$ cat src/rtl/dmem_pkg.sv
// Shared definitions for the data-memory stream reader: memory geometry,
// bus widths and the reader FSM state encoding.
package dmem_pkg;

    localparam int DMEM_DEPTH_WORDS = 1024;
    localparam int ADDR_W           = 32;
    localparam int DATA_W           = 32;
    localparam int BYTE_W           = 8;
    localparam int BYTE_IDX_W       = $clog2(DATA_W / BYTE_W);

    typedef enum logic [1:0] {
        ST_IDLE  = 2'd0,
        ST_FETCH = 2'd1,
        ST_SEND  = 2'd2,
        ST_DONE  = 2'd3
    } rd_state_e;

endpackage

$ cat src/rtl/dmem_stream_reader_word_serializer.sv
// Holds one fetched 32-bit word and presents it as four little-endian bytes
// on a valid/ready stream; flags the cycle in which byte 3 is accepted.
module word_serializer
    import dmem_pkg::*;
(
    input  logic              clk,
    input  logic              rst_n,
    input  logic              load_i,
    input  logic              load_last_i,
    input  logic [DATA_W-1:0] load_data_i,
    input  logic              out_ready_i,
    output logic              out_valid_o,
    output logic [BYTE_W-1:0] out_byte_o,
    output logic              out_last_o,
    output logic              word_done_o
);

    logic [DATA_W-1:0]     buf_q,       buf_d;
    logic [BYTE_IDX_W-1:0] byte_idx_q,  byte_idx_d;
    logic                  valid_q,     valid_d;
    logic                  last_word_q, last_word_d;
    logic                  last_q,      last_d;
    logic                  accept;

    assign accept = valid_q && out_ready_i;

    // The buffer shifts right on every accepted byte, so the current byte is
    // always the low lane and out_byte comes straight from a flop.
    always_comb begin
        // NOTE: every variable gets its hold value first so no path can leave it unassigned (no latch).
        buf_d       = buf_q;
        byte_idx_d  = byte_idx_q;
        valid_d     = valid_q;
        last_word_d = last_word_q;
        last_d      = last_q;
        if (load_i) begin
            buf_d       = load_data_i;
            byte_idx_d  = '0;
            valid_d     = 1'b1;
            last_word_d = load_last_i;
            last_d      = 1'b0;
        end else if (accept) begin
            buf_d      = {{BYTE_W{1'b0}}, buf_q[DATA_W-1:BYTE_W]};
            byte_idx_d = byte_idx_q + BYTE_IDX_W'(1);
            last_d     = last_word_q && (byte_idx_q == BYTE_IDX_W'(2));
            if (byte_idx_q == '1) begin
                valid_d = 1'b0;
            end
        end
    end

    always_ff @(posedge clk) begin
        // NOTE: sequential state uses non-blocking assignments so every flop samples pre-edge values.
        if (!rst_n) begin
            buf_q       <= '0;
            byte_idx_q  <= '0;
            valid_q     <= 1'b0;
            last_word_q <= 1'b0;
            last_q      <= 1'b0;
        end else begin
            buf_q       <= buf_d;
            byte_idx_q  <= byte_idx_d;
            valid_q     <= valid_d;
            last_word_q <= last_word_d;
            last_q      <= last_d;
        end
    end

    assign out_valid_o = valid_q;
    assign out_byte_o  = buf_q[BYTE_W-1:0];
    assign out_last_o  = last_q;
    assign word_done_o = accept && (byte_idx_q == '1);

endmodule

$ cat src/rtl/dmem_stream_reader.sv
// Walks a word-aligned region of data memory through read port 1 and streams
// it out as little-endian bytes; runs alongside the CPU without writing memory.
module dmem_stream_reader
    import dmem_pkg::*;
#(
    parameter int DEPTH_WORDS = DMEM_DEPTH_WORDS,
    parameter int LEN_W       = 11
) (
    input  logic              clk,
    input  logic              rst_n,
    input  logic              start,
    input  logic [ADDR_W-1:0] base_addr,
    input  logic [LEN_W-1:0]  len_words,
    output logic              busy,
    output logic              done,
    output logic [ADDR_W-1:0] mem_addr,
    input  logic [DATA_W-1:0] mem_rdata,
    output logic              out_valid,
    input  logic              out_ready,
    output logic [BYTE_W-1:0] out_byte,
    output logic              out_last
);

    localparam int                WIDX_W   = $clog2(DEPTH_WORDS);
    localparam logic [LEN_W-1:0]  MAX_LEN  = LEN_W'(DEPTH_WORDS);
    localparam logic [WIDX_W-1:0] LAST_IDX = WIDX_W'(DEPTH_WORDS - 1);

    rd_state_e         state_q;
    logic              busy_q;
    logic              done_q;
    logic [WIDX_W-1:0] idx_q;
    logic [LEN_W-1:0]  count_q;
    logic [LEN_W-1:0]  len_q;
    logic [ADDR_W-1:0] mem_addr_q;

    logic [WIDX_W-1:0] base_idx;
    logic [WIDX_W-1:0] idx_d;
    logic [LEN_W-1:0]  len_d;
    logic              last_word;
    logic              word_done;
    logic              unused_addr_bits;

    assign base_idx         = base_addr[WIDX_W+1:2];
    assign unused_addr_bits = ^{base_addr[ADDR_W-1:WIDX_W+2], base_addr[1:0]};

    always_comb begin
        idx_d     = (idx_q == LAST_IDX) ? '0 : idx_q + WIDX_W'(1);
        len_d     = (len_words > MAX_LEN) ? MAX_LEN : len_words;
        last_word = (count_q == len_q - LEN_W'(1));
    end

    // mem_addr is registered on entry to FETCH and otherwise holds, so the
    // memory sees a stable address for the whole FETCH cycle.
    always_ff @(posedge clk) begin
        if (!rst_n) begin
            state_q    <= ST_IDLE;
            busy_q     <= 1'b0;
            done_q     <= 1'b0;
            idx_q      <= '0;
            count_q    <= '0;
            len_q      <= '0;
            mem_addr_q <= '0;
        end else begin
            case (state_q)
                ST_IDLE: begin
                    if (start) begin
                        idx_q   <= base_idx;
                        len_q   <= len_d;
                        count_q <= '0;
                        busy_q  <= 1'b1;
                        if (len_d == '0) begin
                            state_q <= ST_DONE;
                            done_q  <= 1'b1;
                        end else begin
                            mem_addr_q <= ADDR_W'({base_idx, 2'b00});
                            state_q    <= ST_FETCH;
                        end
                    end
                end
                ST_FETCH: begin
                    state_q <= ST_SEND;
                end
                ST_SEND: begin
                    if (word_done) begin
                        if (last_word) begin
                            state_q <= ST_DONE;
                            done_q  <= 1'b1;
                        end else begin
                            count_q    <= count_q + LEN_W'(1);
                            idx_q      <= idx_d;
                            mem_addr_q <= ADDR_W'({idx_d, 2'b00});
                            state_q    <= ST_FETCH;
                        end
                    end
                end
                ST_DONE: begin
                    done_q  <= 1'b0;
                    busy_q  <= 1'b0;
                    state_q <= ST_IDLE;
                end
                default: begin
                    state_q <= ST_IDLE;
                end
            endcase
        end
    end

    word_serializer u_ser (
        .clk         (clk),
        .rst_n       (rst_n),
        .load_i      (state_q == ST_FETCH),
        .load_last_i (last_word),
        .load_data_i (mem_rdata),
        .out_ready_i (out_ready),
        .out_valid_o (out_valid),
        .out_byte_o  (out_byte),
        .out_last_o  (out_last),
        .word_done_o (word_done)
    );

    assign busy     = busy_q;
    assign done     = done_q;
    assign mem_addr = mem_addr_q;

endmodule

$ cat config.mk
export PLATFORM = sky130hd
export DESIGN_NAME = dmem_stream_reader
export DESIGN_NICKNAME = d
export VERILOG_FILES = /design/src/rtl/dmem_pkg.sv /design/src/rtl/dmem_stream_reader_word_serializer.sv /design/src/rtl/dmem_stream_reader.sv
export SDC_FILE = /design/constraint.sdc
export NUM_CORES = 1
export LEC_CHECK = 0
export BUFFER_PORTS_ARGS = -buffer_cell sky130_fd_sc_hd__buf_2
export CAP_MARGIN = 25
export CORE_UTILIZATION = 57
export DETAILED_ROUTE_END_ITERATION = 10
export GPL_ROUTABILITY_DRIVEN = 0
export PLACE_DENSITY = 0.86
export SETUP_SLACK_MARGIN = 0.02
export SLEW_MARGIN = 20
export SYNTH_ARGS = -nofsm -noshare
export SYNTH_HDL_FRONTEND = slang
export SYNTH_SLANG_ARGS = --single-unit
export TNS_END_PERCENT = 100
$ cat constraint.sdc
create_clock -name clk -period 7.3 [get_ports clk]
set_input_delay 0.73 -clock clk [delete_from_list [all_inputs] [get_ports clk]]
set_output_delay 0.73 -clock clk [all_outputs]
set_load 0.005 [all_outputs]
==> results of run 1 <==
-- per-layer routing --
layer / track usage, % / up-vias / wire, um
met5: 0 / - / 0
met4: 9.54 / 0 / 175
met3: 5.92 / 20 / 428
met2: 40.6 / 114 / 4710
met1: 28.3 / 1815 / 4140
li1: - / 1911 / -
-- final cells by class --
type                    instances  share of cell area, %
clock buffers                   9                   2.54
clock inverters                 7                   1.67
inverters                       7                  0.540
multi-input cells             402                   50.1
flip-flops and latches         83                   34.1
well taps                      99                   2.54
repair buffers                 81                   8.48
-- cell usage in the layout (no fill, tap or decap), types with 7 or more instances in the layout --
cell / n
a22oi_1: 8
xnor2_1: 15
buf_2: 78
o211a_1: 25
mux2i_1: 10
conb_1: 22
clkbuf_8: 9
nor2b_1: 11
dfxtp_1: 83
nand3_1: 46
nor2_1: 19
inv_1: 7
o21ai_0: 22
a22o_1: 7
nor4_1: 7
xor2_1: 8
a21oi_1: 12
nand2_1: 111
-- how the worst min path moves through the flow --
stage                      start                end  depth (start not counted)
3_5_place_dp         mem_addr[9]        mem_addr[9]                          2
3_3_place_gp         mem_addr[5]        mem_addr[5]                          2
2_1_floorplan  u_ser.last_word_q  u_ser.last_word_q                          2
5_1_grt              mem_addr[2]        mem_addr[2]                          2
6_report             mem_addr[9]        mem_addr[9]                          2
4_1_cts              mem_addr[2]        mem_addr[2]                          2
-- worst max-delay path, delay by kind of cell (launching register included) --
kind | cells | cell delay [ns]
DFF | 1 | 0.46
buffers and inverters | 1 | 0.10
adders and majority gates | 1 | 0.27
xor gates and xnor gates | 2 | 0.34
AOI/OAI and AO/OA | 2 | 0.78
and+or+nand+nor | 3 | 0.88
-- flip-flops by register name (all words and copies together) (netlist names) --
| signal | cells |
|---|---|
| u_ser.last_word_q | 1 |
| count_q | 11 |
| state_q | 2 |
| u_ser.buf_q | 32 |
| u_ser.out_last_o | 1 |
| mem_addr | 10 |
| done | 1 |
| idx_q | 10 |
| len_q | 11 |
| busy | 1 |
| u_ser.out_valid_o | 1 |
| u_ser.byte_idx_q | 2 |
-- power by group --
part / leakage [nW] / switching (mW) / internal (mW)
Sequential: 0.678 / 0.0234 / 0.480
Combinational: 1.48 / 0.0874 / 0.0706
Clock: 0.107 / 0.181 / 0.164
-- kinds of logic (layout without fill, tap and decap cells) --
group / count (synthesis) / count (layout) / share of synthesized area (%)
simple gates: 235 / 235 / 26.3
compound gates: 107 / 107 / 18.9
buf+inv: 67 / 104 / 8.70
flops: 83 / 83 / 37.7
xor+xnor: 23 / 23 / 4.58
mux: 10 / 10 / 2.27
fa+ha+maj: 5 / 5 / 1.42
other cells: 1 / 22 / 0.0852
-- per-stage QoR --
| step | utilization [%] | instance area (sq um) | total power, mW | hold slack (ns) | setup WS (ns) |
|---|---|---|---|---|---|
| 2_1_floorplan | - | 4480 | 0.636 | 0.441 | 4.98 |
| 3_3_place_gp | 63.3 | 4660 | 0.663 | 0.442 | 4.50 |
| 3_5_place_dp | 63.3 | 4660 | 0.670 | 0.445 | 4.37 |
| 4_1_cts | 66.1 | 4870 | 1.02 | 0.461 | 4.34 |
| 5_1_grt | 66.1 | 4870 | 1.06 | 0.481 | 4.18 |
| 6_report | 66.1 | 4870 | 1.01 | 0.460 | 4.34 |
==> summary.md, run 1 <==
| Metric | Value |
|---|---|
| Outcome | finished, final reports clean |
| Post-Layout Cell Count | just under 700 |
| PostCTS Resize Cnt | 0 |
| Synth area leaders | dfxtp_1, nand2_1, o211a_1, nand3_1, buf_4 |
| Netlist Area Pre-Place | 4400 sq um |
| Die width | approximately 90 um |
| Clock Latency Late Sink | 0.36 ns |
| Peak supply drop | around 0.14 mV |
| Clk sinks | 83 |
| Fraction of final layout cells sized beyond drive strength 1 | between 20% and 30% |
| Worst Reg2Reg Path Length in Cells | 9 |
| Crit Reg-Reg Startpoint | len_q[0] |
| Setup bufs post-CTS | 0 |
| Initial DRC Count | 209 |
| CP Launch Point | len_q[0] |
| Area of the multi-input gates | 2440 sq um |
| Synthesized instance count | 531 |
| Register area share after synthesis | 37.7% |
| Share of the synthesized area in the top cell type | a little under two fifths |
| Largest net degree at the start of global routing | 80 |
| Vias | 3860 |
| Worst setup endpoint | count_q[3] |
| Critical path type | reg2reg |
| Top FF cell, synth | dfxtp_1 |
| Worst-path clk slew | 0.09 ns |
| TritonCTS Buffers | 9 |
| CP peak stage delay | 0.58 ns |
| Critical Path Start Type | register |
| Chip Height | 89.9 um |
| Die area | approximately 8100 sq um |
| Most common cell in the netlist | nand2_1 |
| Fill cells | 619 |
| Diode count | 0 |
| CP Capture Type | register |
| Critical path arrival | approximately 3.2 ns |
| Core ar. | ~7400 sq um |
| RR Endpoint | count_q[3] |
| First-pass GRT wire length | ~16 mm |
| Setup tns final | 0 ns |
| Worst Path Max Fanout | 26 |
| Power Dens Cells | 207 nW/um^2 |
| Synth top cells by count | nand2_1, dfxtp_1, nand3_1 |
| # hold bufs at CTS | 0 |
| H-Tree Depth | 3 |
| Post-synth top area cell | dfxtp_1 |
| Starting Density | 59.7% |
| Max_slew headroom | 39.1% |
| Final hold violations | 0 |
| Crit-path slowest cell | or4_4 |
| Final Cycle Share | 40.5% |
| Max-Cap Viols | 0 |
| Post-synth EDFFs | 0 |
| Initial antenna violation count | 0 |
| Setup Viol. Count Final | 0 |
| Critical path cell sequence | inv_1 > ha_1 > xor2_1 > xnor2_1 > nand4_1 > or4_4 > o21ai_4 > nor4_1 > o21bai_2 |
| Top Ports | 123 |
| Clk root buf | clkbuf_8 |
| Dpl hpwl | 6.49 mm |
| Class of the worst hold path | reg2reg |
| Reg2reg setup slack | 4.34 ns |
| DRC viols | 0 |
| Register area | 1660 sq um |
| Inst Count DP | 672 |
| Unrepaired setup endpoints after global routing | false |
| WL/cell | 13.7 um |
| TritonCTS clock tree | yes |
| Final number of max-transition violations | 0 |
| Final wirelength | 9.45 mm |
| Final min period | between 2 and 3 ns |
| Gr usage total | 23.7% |
| Unique cell type count in the Yosys netlist | 61 |
| #FFs+latches synth | 83 |
| Yosys Warn Count | 0 |
| Worst-Margin Slew | 0.914 ns |
| CP required | 7.55 ns |
| Layout net count | 668 |
| Vias per inst | 5.61 |
| Vias in the first global route | 3536 |
| Synth-to-Final Area Change | 10.6% |
| Synth Area per Inst | 8.29 sq um |
| Deepest clock path buffer count | 2 |
| Antenna viol nets, final | 0 |
| Leak | 2.27 nW |
| Std-Cell Rows | 31 |
| Gr ovfl total | 0 |
| Ys async rst share | 0% |
| Fmax | 0.338 GHz |
| Initial DRT Pass Iterations | 6 |
| Clock Skew | roughly 0.014 ns |
| PortBufs | 78 |
(Power assumes the default switching activity.)
==> inputs of run 2 (changes only) <==
- ABC_AREA: unset -> 1
- CORE_UTILIZATION: 57 -> 53
- PLACE_DENSITY: 0.86 -> 0.81
- clock period: 7.3 -> 2.9 ns (I/O delays scaled with it)
==> summary.md, run 2 <==
| Metric | Value |
|---|---|
| Outcome | finished, final reports clean (unchanged) |
| Register area share after synthesis | 37.1% (was 37.7%) |
| TritonCTS Buffers | 9 (unchanged) |
| Synth Area in Simple Gates | 35.4% (was 26.3%) |
| H-Tree Depth | 3 (unchanged) |
| Most flops, register | u_ser.buf_q (unchanged) |
| Setup bufs post-CTS | 0 (unchanged) |
| WL/cell | 12.2 um (was 13.7 um) |
| Largest family of logic cells by synthesized area | simple AND/OR/NAND/NOR gates (unchanged) |
| Final hold violations | 0 (unchanged) |
| Top FF cell, synth | dfxtp_1 (unchanged) |
| CP required | 3.19 ns (was 7.55 ns) |
| Share of the synthesized area in the top cell type | 37.1% (was 37.7%) |
| Synth top cells by count | nand2_1, dfxtp_1, nor2_1 (was nand2_1, dfxtp_1, nand3_1) |
| RR Endpoint | idx_q[5] (was count_q[3]) |
| Diode count | 0 (unchanged) |
| Initial DRT Pass Iterations | 5 (was 6) |
| # hold bufs at CTS | 0 (unchanged) |
| Power Dens Cells | 577 nW/um^2 (was 207 nW/um^2) |
| Worst Path Max Fanout | 19 (was 26) |
| Die width | 93.9 um (was 89.9 um) |
| Crit Reg-Reg Startpoint | len_q[0] (unchanged) |
| Crit-path slowest cell | ha_1 (was or4_4) |
| Critical Path Start Type | register (unchanged) |
| Gr usage total | 23.9% (was 23.7%) |
| Gr ovfl total | 0 (unchanged) |
| Final min period | 2.45 ns (was 2.96 ns) |
| TritonCTS clock tree | yes (unchanged) |
| Die area | 8830 sq um (was 8080 sq um) |
| Critical path arrival | 2.75 ns (was 3.21 ns) |
| Synthesized instance count | 670 (was 531) |
| Netlist Area Pre-Place | 4480 sq um (was 4400 sq um) |
| Vias | 4372 (was 3860) |
| Critical path type | reg2reg (unchanged) |
| Setup tns final | 0 ns (unchanged) |
| Setup Viol. Count Final | 0 (unchanged) |
| Fraction of final layout cells sized beyond drive strength 1 | 16.8% (was 20.0%) |
| Vias in the first global route | 3907 (was 3536) |
| First-pass GRT wire length | 16.8 mm (was 15.8 mm) |
| Worst-path clk slew | 0.09 ns (about the same) |
| Vias per inst | 5.19 (was 5.61) |
| Clock Skew | 0.0112 ns (was 0.0137 ns) |
| Max-Cap Viols | 0 (unchanged) |
| Dpl hpwl | 7.55 mm (was 6.49 mm) |
| Largest registers | u_ser.buf_q: 32 flops, count_q: 11 flops, len_q: 11 flops (unchanged) |
| Initial antenna violation count | 0 (unchanged) |
| Clk root buf | clkbuf_8 (unchanged) |
| Final number of max-transition violations | 0 (unchanged) |
| DRC viols | 0 (unchanged) |
| Commonest cells after routing, fill and taps aside | nand2_1, dfxtp_1, buf_2 (unchanged) |
| Clock Latency Late Sink | 0.35 ns (was 0.36 ns) |
| Core ar. | 8220 sq um (was 7370 sq um) |
| Leak | 2.29 nW (was 2.27 nW) |
| Critical path cell sequence | inv_1 > ha_1 > inv_1 > nand2_1 > nand2_1 > xor2_1 > nor2_1 > nand2_1 > nor2_2 > nand4_4 > nand2_4 > inv_2 > nand2_1 > nand2_1 > nor2_1 (was inv_1 > ha_1 > xor2_1 > xnor2_1 > nand4_1 > or4_4 > o21ai_4 > nor4_1 > o21bai_2) |
| Reg2reg setup slack | 0.45 ns (was 4.34 ns) |
| Deepest clock path buffer count | 2 (unchanged) |
| Chip Height | 93.9 um (was 89.9 um) |
| Max_slew headroom | 47.8% (was 39.1%) |
| Most common cell in the netlist | nand2_1 (unchanged) |
| Final Cycle Share | 84.5% (was 40.5%) |
| Leading cell type in the layout, fill and taps excluded | nand2_1 (unchanged) |
| Worst setup endpoint | idx_q[5] (was count_q[3]) |
| #FFs+latches synth | 83 (unchanged) |
| Final wirelength | 10.3 mm (was 9.45 mm) |
| Largest net degree at the start of global routing | 47 (was 80) |
| PortBufs | 78 (unchanged) |
| Antenna viol nets, final | 0 (unchanged) |
| Clk sinks | 83 (unchanged) |
| Adder-cell share of the synthesized area | 1.40% (was 1.42%) |
| CP peak stage delay | 0.38 ns (was 0.58 ns) |
| Yosys Warn Count | 0 (unchanged) |
| Worst Reg2Reg Path Length in Cells | 15 (was 9) |
| Synth Area per Inst | 6.69 sq um (was 8.29 sq um) |
| PostCTS Resize Cnt | 0 (unchanged) |
| Synth-to-Final Area Change | 11.5% (was 10.6%) |
| Unique cell type count in the Yosys netlist | 35 (was 61) |
| Worst-Margin Slew | 0.781 ns (was 0.914 ns) |
| Ys async rst share | 0% (unchanged) |
| Top Ports | 123 (unchanged) |
| Placed Area | 4800 sq um (was 4660 sq um) |
| Class of the worst hold path | in2reg (was reg2reg) |
| Mux contribution to synthesized area | 0% (was 2.27%) |
| Post-Synth XOR/XNOR Area | 3.13% (was 4.58%) |
| Peak supply drop | 0.328 mV (was 0.143 mV) |
| Std-Cell Rows | 33 (was 31) |
| Unrepaired setup endpoints after global routing | false (unchanged) |
| Starting Density | 54.5% (was 59.7%) |
| Fmax | 0.408 GHz (was 0.338 GHz) |
| Post-synth top area cell | dfxtp_1 (unchanged) |
| Layout net count | 817 (was 668) |
| Post-synth EDFFs | 0 (unchanged) |
| Synth area leaders | dfxtp_1, nand2_1, nor2_1, nand3_1, buf_4 (was dfxtp_1, nand2_1, o211a_1, nand3_1, buf_4) |
| Compound-Gate Fraction of Synth Area | 9.83% (was 18.9%) |
| Final instance area | 5000 sq um (was 4870 sq um) |
| Initial DRC Count | 187 (was 209) |
| CP Launch Point | len_q[0] (unchanged) |
| Max FFs per register | 32 (unchanged) |
| CP Capture Type | register (unchanged) |
| Most used cell, CP | nand2_1 |
==> run 2: cell types whose count changed after synthesis, sizes merged, moves of 10 or more <==
cell	previous run	this run
nand2	111	210
nor2	20	78
inv	7	63
o211a	26	0
a21oi	12	30
a31oi	2	18
xnor2	15	3
nor2b	11	0
mux2i	10	0
nand4	3	13
==> run 2: cell families after synthesis <==
kind of cell / Yosys count
flops: 83
fa+ha+maj: 5
compound gates: 80
buf+inv: 119
simple gates: 366
xor+xnor: 16
other cells: 1
==> run 2: per-stage QoR <==
step	setup slack, ns	std cells	power [mW]	hold slack [ns]	util (%)
after floorplan	0.905	691	1.90	0.439	-
after global placement	0.584	827	2.02	0.451	58.4
after detailed placement	0.504	827	2.05	0.455	58.4
after CTS	0.464	843	2.89	0.165	60.8
after global routing	0.201	843	3.05	0.177	60.8
final	0.449	843	2.88	0.173	60.8
==> run 2: layer usage <==
layer  track usage (%)  share of wire (%)
met2              40.1                 48
met3              3.64                5.1
met1              29.9                 45
met5                 0                  0
met4              11.8                2.6
==> run 2: critical path, delay by kind of cell, from the launching register on <==
family / cells / cell delay (ns)
and+or+nand+nor: 10 / 1.11
xor gates and xnor gates: 1 / 0.14
DFF: 1 / 0.34
buffers and inverters: 3 / 0.41
adders and majority gates: 1 / 0.38
==> run 2: area by class of cell <==
type                    count  area, sq um
inverters                  65          244
repair buffers             85          443
clock inverters             7         75.1
multi-input cells         489         2320
fillers                   801         3220
clock buffers               9          124
flip-flops and latches     83         1660
well taps                 105          131
==> run 2: worst min-delay path by stage <==
stage / start / end / slack (ns) / cells after the start
after floorplan: len_words[8] / len_q[8] / 0.44 / 2
after global placement: u_ser.buf_q[29] / u_ser.buf_q[29] / 0.45 / 2
after detailed placement: u_ser.buf_q[27] / u_ser.buf_q[27] / 0.45 / 2
after CTS: mem_rdata[29] / u_ser.buf_q[29] / 0.16 / 3
after global routing: mem_rdata[24] / u_ser.buf_q[24] / 0.18 / 3
final: mem_rdata[29] / u_ser.buf_q[29] / 0.17 / 3
==> run 2: report_power, final <==
| group | leakage (nW) | internal (mW) | switching (mW) |
|---|---|---|---|
| sequential | 0.679 | 1.26 | 0.0885 |
| clock | 0.0975 | 0.404 | 0.448 |
| combinational | 1.51 | 0.247 | 0.442 |
==> inputs of run 3 (changes only) <==
- CORE_UTILIZATION: 53 -> 48
- PLACE_DENSITY: 0.81 -> 0.77
- clock period: 2.9 -> 2.2 ns (I/O delays scaled with it)
==> summary.md, run 3 (synthesis gave the netlist of run 2 again) <==
| Metric | Value |
|---|---|
| Reg2reg setup slack | 0.02 ns (was 0.45 ns) |
| Most used cell, CP | nor2_1 (was nand2_1) |
| Setup tns final | 0 ns (unchanged) |
| Sw frac | 32.1% (was 33.9%) |
| Critical path arrival | 2.38 ns (was 2.75 ns) |
| Diode count | 0 (unchanged) |
| Setup Viol. Count Final | 0 (unchanged) |
| TritonCTS Buffers | 9 (unchanged) |
| Top Ports | 123 (unchanged) |
| Final hold violations | 0 (unchanged) |
| Critical path type | reg2reg (unchanged) |
| Final wirelength | 10.9 mm (was 10.3 mm) |
| Worst hold path depth | 3 (unchanged) |
| CP required | 2.41 ns (was 3.19 ns) |
| Antenna viol nets, final | 0 (unchanged) |
| Critical Path Start Type | register (unchanged) |
| First-pass GRT wire length | 17.6 mm (was 16.8 mm) |
| Gr usage total | 22.2% (was 23.9%) |
| Core ar. | 8890 sq um (was 8220 sq um) |
| Die width | 98.6 um (was 93.9 um) |
| WL/cell | 12.6 um (was 12.2 um) |
| Fraction of final layout cells sized beyond drive strength 1 | 21.3% (was 16.8%) |
| Std-Cell Rows | 34 (was 33) |
| Int Pwr | 2.84 mW (was 1.91 mW) |
| Commonest cells after routing, fill and taps aside | nand2_1, dfxtp_1, buf_2 (unchanged) |
| Clock Skew | 0.00958 ns (was 0.0112 ns) |
| Most flops, register | u_ser.buf_q (unchanged) |
| Fin util | 59.8% (was 60.8%) |
| CP peak stage delay | 0.39 ns (was 0.38 ns) |
| Critical path cell sequence | ha_1 > nand2_1 > nor2_1 > nand2_1 > nor2_1 > nand4_1 > nand2_2 > nor2_1 > a21oi_1 > nand4_1 > nand2_1 > nor2_1 (was inv_1 > ha_1 > inv_1 > nand2_1 > nand2_1 > xor2_1 > nor2_1 > nand2_1 > nor2_2 > nand4_4 > nand2_4 > inv_2 > nand2_1 > nand2_1 > nor2_1) |
| Leak | 2.44 nW (was 2.29 nW) |
| Layout net count | 836 (was 817) |
| Crit-path slowest cell | dfxtp_1 (was ha_1) |
| Fmax | 0.460 GHz (was 0.408 GHz) |
| Worst-path clk slew | 0.09 ns (about the same) |
| Max FFs per register | 32 (unchanged) |
| PortBufs | 78 (unchanged) |
| Final Cycle Share | 98.9% (was 84.5%) |
| DRC viols | 0 (unchanged) |
| Max_slew headroom | 45.3% (was 47.8%) |
| Largest registers | u_ser.buf_q: 32 flops, count_q: 11 flops, len_q: 11 flops (unchanged) |
| Initial DRT Pass Iterations | 5 (unchanged) |
| Clock power frac | 32.6% (was 29.5%) |
| Max-Cap Viols | 0 (unchanged) |
| RR Endpoint | mem_addr[11] (was idx_q[5]) |
| Tot Pwr | 4.19 mW (was 2.88 mW) |
| Vias per inst | 5.19 (about the same) |
| Largest delay share family, worst path | simple AND/OR/NAND/NOR gates (unchanged) |
| Worst Reg2Reg Path Length in Cells | 12 (was 15) |
| Synth-to-Final Area Change | 18.7% (was 11.5%) |
| Leading cell type in the layout, fill and taps excluded | nand2_1 (unchanged) |
| H-Tree Depth | 3 (unchanged) |
| Chip Height | 98.6 um (was 93.9 um) |
| CP Capture Type | register (unchanged) |
| Unrepaired setup endpoints after global routing | true (was false) |
| Peak supply drop | 0.420 mV (was 0.328 mV) |
| Clock Latency Late Sink | 0.35 ns (about the same) |
| Class of the worst hold path | in2reg (unchanged) |
| Clk sinks | 83 (unchanged) |
| Worst-Margin Slew | 0.820 ns (was 0.781 ns) |
| WHS Endpoint | u_ser.buf_q[29] (unchanged) |
| Starting Density | 50.4% (was 54.5%) |
| Vias in the first global route | 4064 (was 3907) |
| TritonCTS clock tree | yes (unchanged) |
| Die area | 9720 sq um (was 8830 sq um) |
| Deepest clock path buffer count | 2 (unchanged) |
| # hold bufs at CTS | 0 (unchanged) |
| Largest net degree at the start of global routing | 47 (unchanged) |
| Vias | 4491 (was 4372) |
| Combinational power share | 25.1% (was 23.9%) |
| Gr ovfl total | 0 (unchanged) |
| Worst Path Max Fanout | 5 (was 19) |
| Dpl hpwl | 7.93 mm (was 7.55 mm) |
| Outcome | finished, final reports clean (unchanged) |
| Final number of max-transition violations | 0 (unchanged) |
| Initial antenna violation count | 0 (unchanged) |
| Clk root buf | clkbuf_8 (unchanged) |
| Crit Reg-Reg Startpoint | idx_q[1] (was len_q[0]) |
| Final min period | 2.18 ns (was 2.45 ns) |
| Power Dens Cells | 787 nW/um^2 (was 577 nW/um^2) |
| Hold_sp | mem_rdata[29] (unchanged) |
| Psw | 1.34 mW (was 0.979 mW) |
| Initial DRC Count | 268 (was 187) |
| WP buf/inv | 0 (was 3) |
| Sequential group share of total power | 42.3% (was 46.6%) |
-- run 3: cell count changes in the layout (fill, tap and decap cells not counted), sizes merged --
cell / previous run / this run
clkinvlp: 2 / 0
clkbuf: 9 / 10
nand2: 210 / 211
clkinv: 4 / 3
nand3: 48 / 49
inv: 65 / 66
bufinv: 1 / 3
buf: 85 / 101
-- run 3: layout make-up --
cell class	count	area, sq um
flip-flops and latches	83	1660
multi-input cells	491	2410
repair buffers	102	604
inverters	65	246
clock buffers	9	124
fillers	824	3570
well taps	108	135
clock inverters	7	130
-- run 3: per-stage QoR --
step / area, sq um / hold WS (ns) / setup WS [ns] / std cells
final: 5320 / 0.109 / 0.0249 / 865
after global routing: 5320 / 0.0994 / -0.128 / 865
after CTS: 5140 / 0.0945 / 0.0527 / 855
after detailed placement: 4880 / 0.456 / 0.0197 / 839
after global placement: 4880 / 0.450 / 0.104 / 839
after floorplan: 4560 / 0.369 / 0.205 / 691
-- run 3: repair_timing --
item | 4_1_cts | 5_1_grt
endpoints found under the setup margin | 3 | 33
gates cloned | 0 | 3
buffers inserted | 0 | 7
pin swaps | 0 | 10
resized for setup | 2 | 24
-- run 3: worst min-delay path: cells and delay by family --
family          cells  cell delay (ns)
compound gates      1             0.06
buf+inv             1             0.10
simple gates        1             0.05
-- run 3: power groups by stage --
stage	logic [mW]	clock network [mW]	registers, mW
4_1_cts	0.962	1.38	1.77
2_1_floorplan	0.719	0	1.78
6_report	1.05	1.36	1.77
5_1_grt	1.19	1.46	1.79
3_3_place_gp	0.919	0	1.79
3_5_place_dp	0.950	0	1.80
-- run 3: routing by layer --
layer	up-vias	part of all wire (%)	track usage, %
li1	2268	-	-
met1	2058	44	27.2
met2	147	49	38.4
met3	18	5.4	4.54
met4	0	2.2	8.50
met5	-	0	0
-- run 3: worst max-delay path by stage --
stage              from            to  slack (ns)  depth (start not counted)
6_report       idx_q[1]  mem_addr[11]        0.02                         12
3_3_place_gp   len_q[1]   mem_addr[6]        0.10                         14
3_5_place_dp   len_q[1]  mem_addr[11]        0.02                         14
2_1_floorplan  len_q[0]      idx_q[0]        0.20                         15
4_1_cts        len_q[1]      idx_q[9]        0.05                         16
5_1_grt        len_q[0]    state_q[1]       -0.13                         15
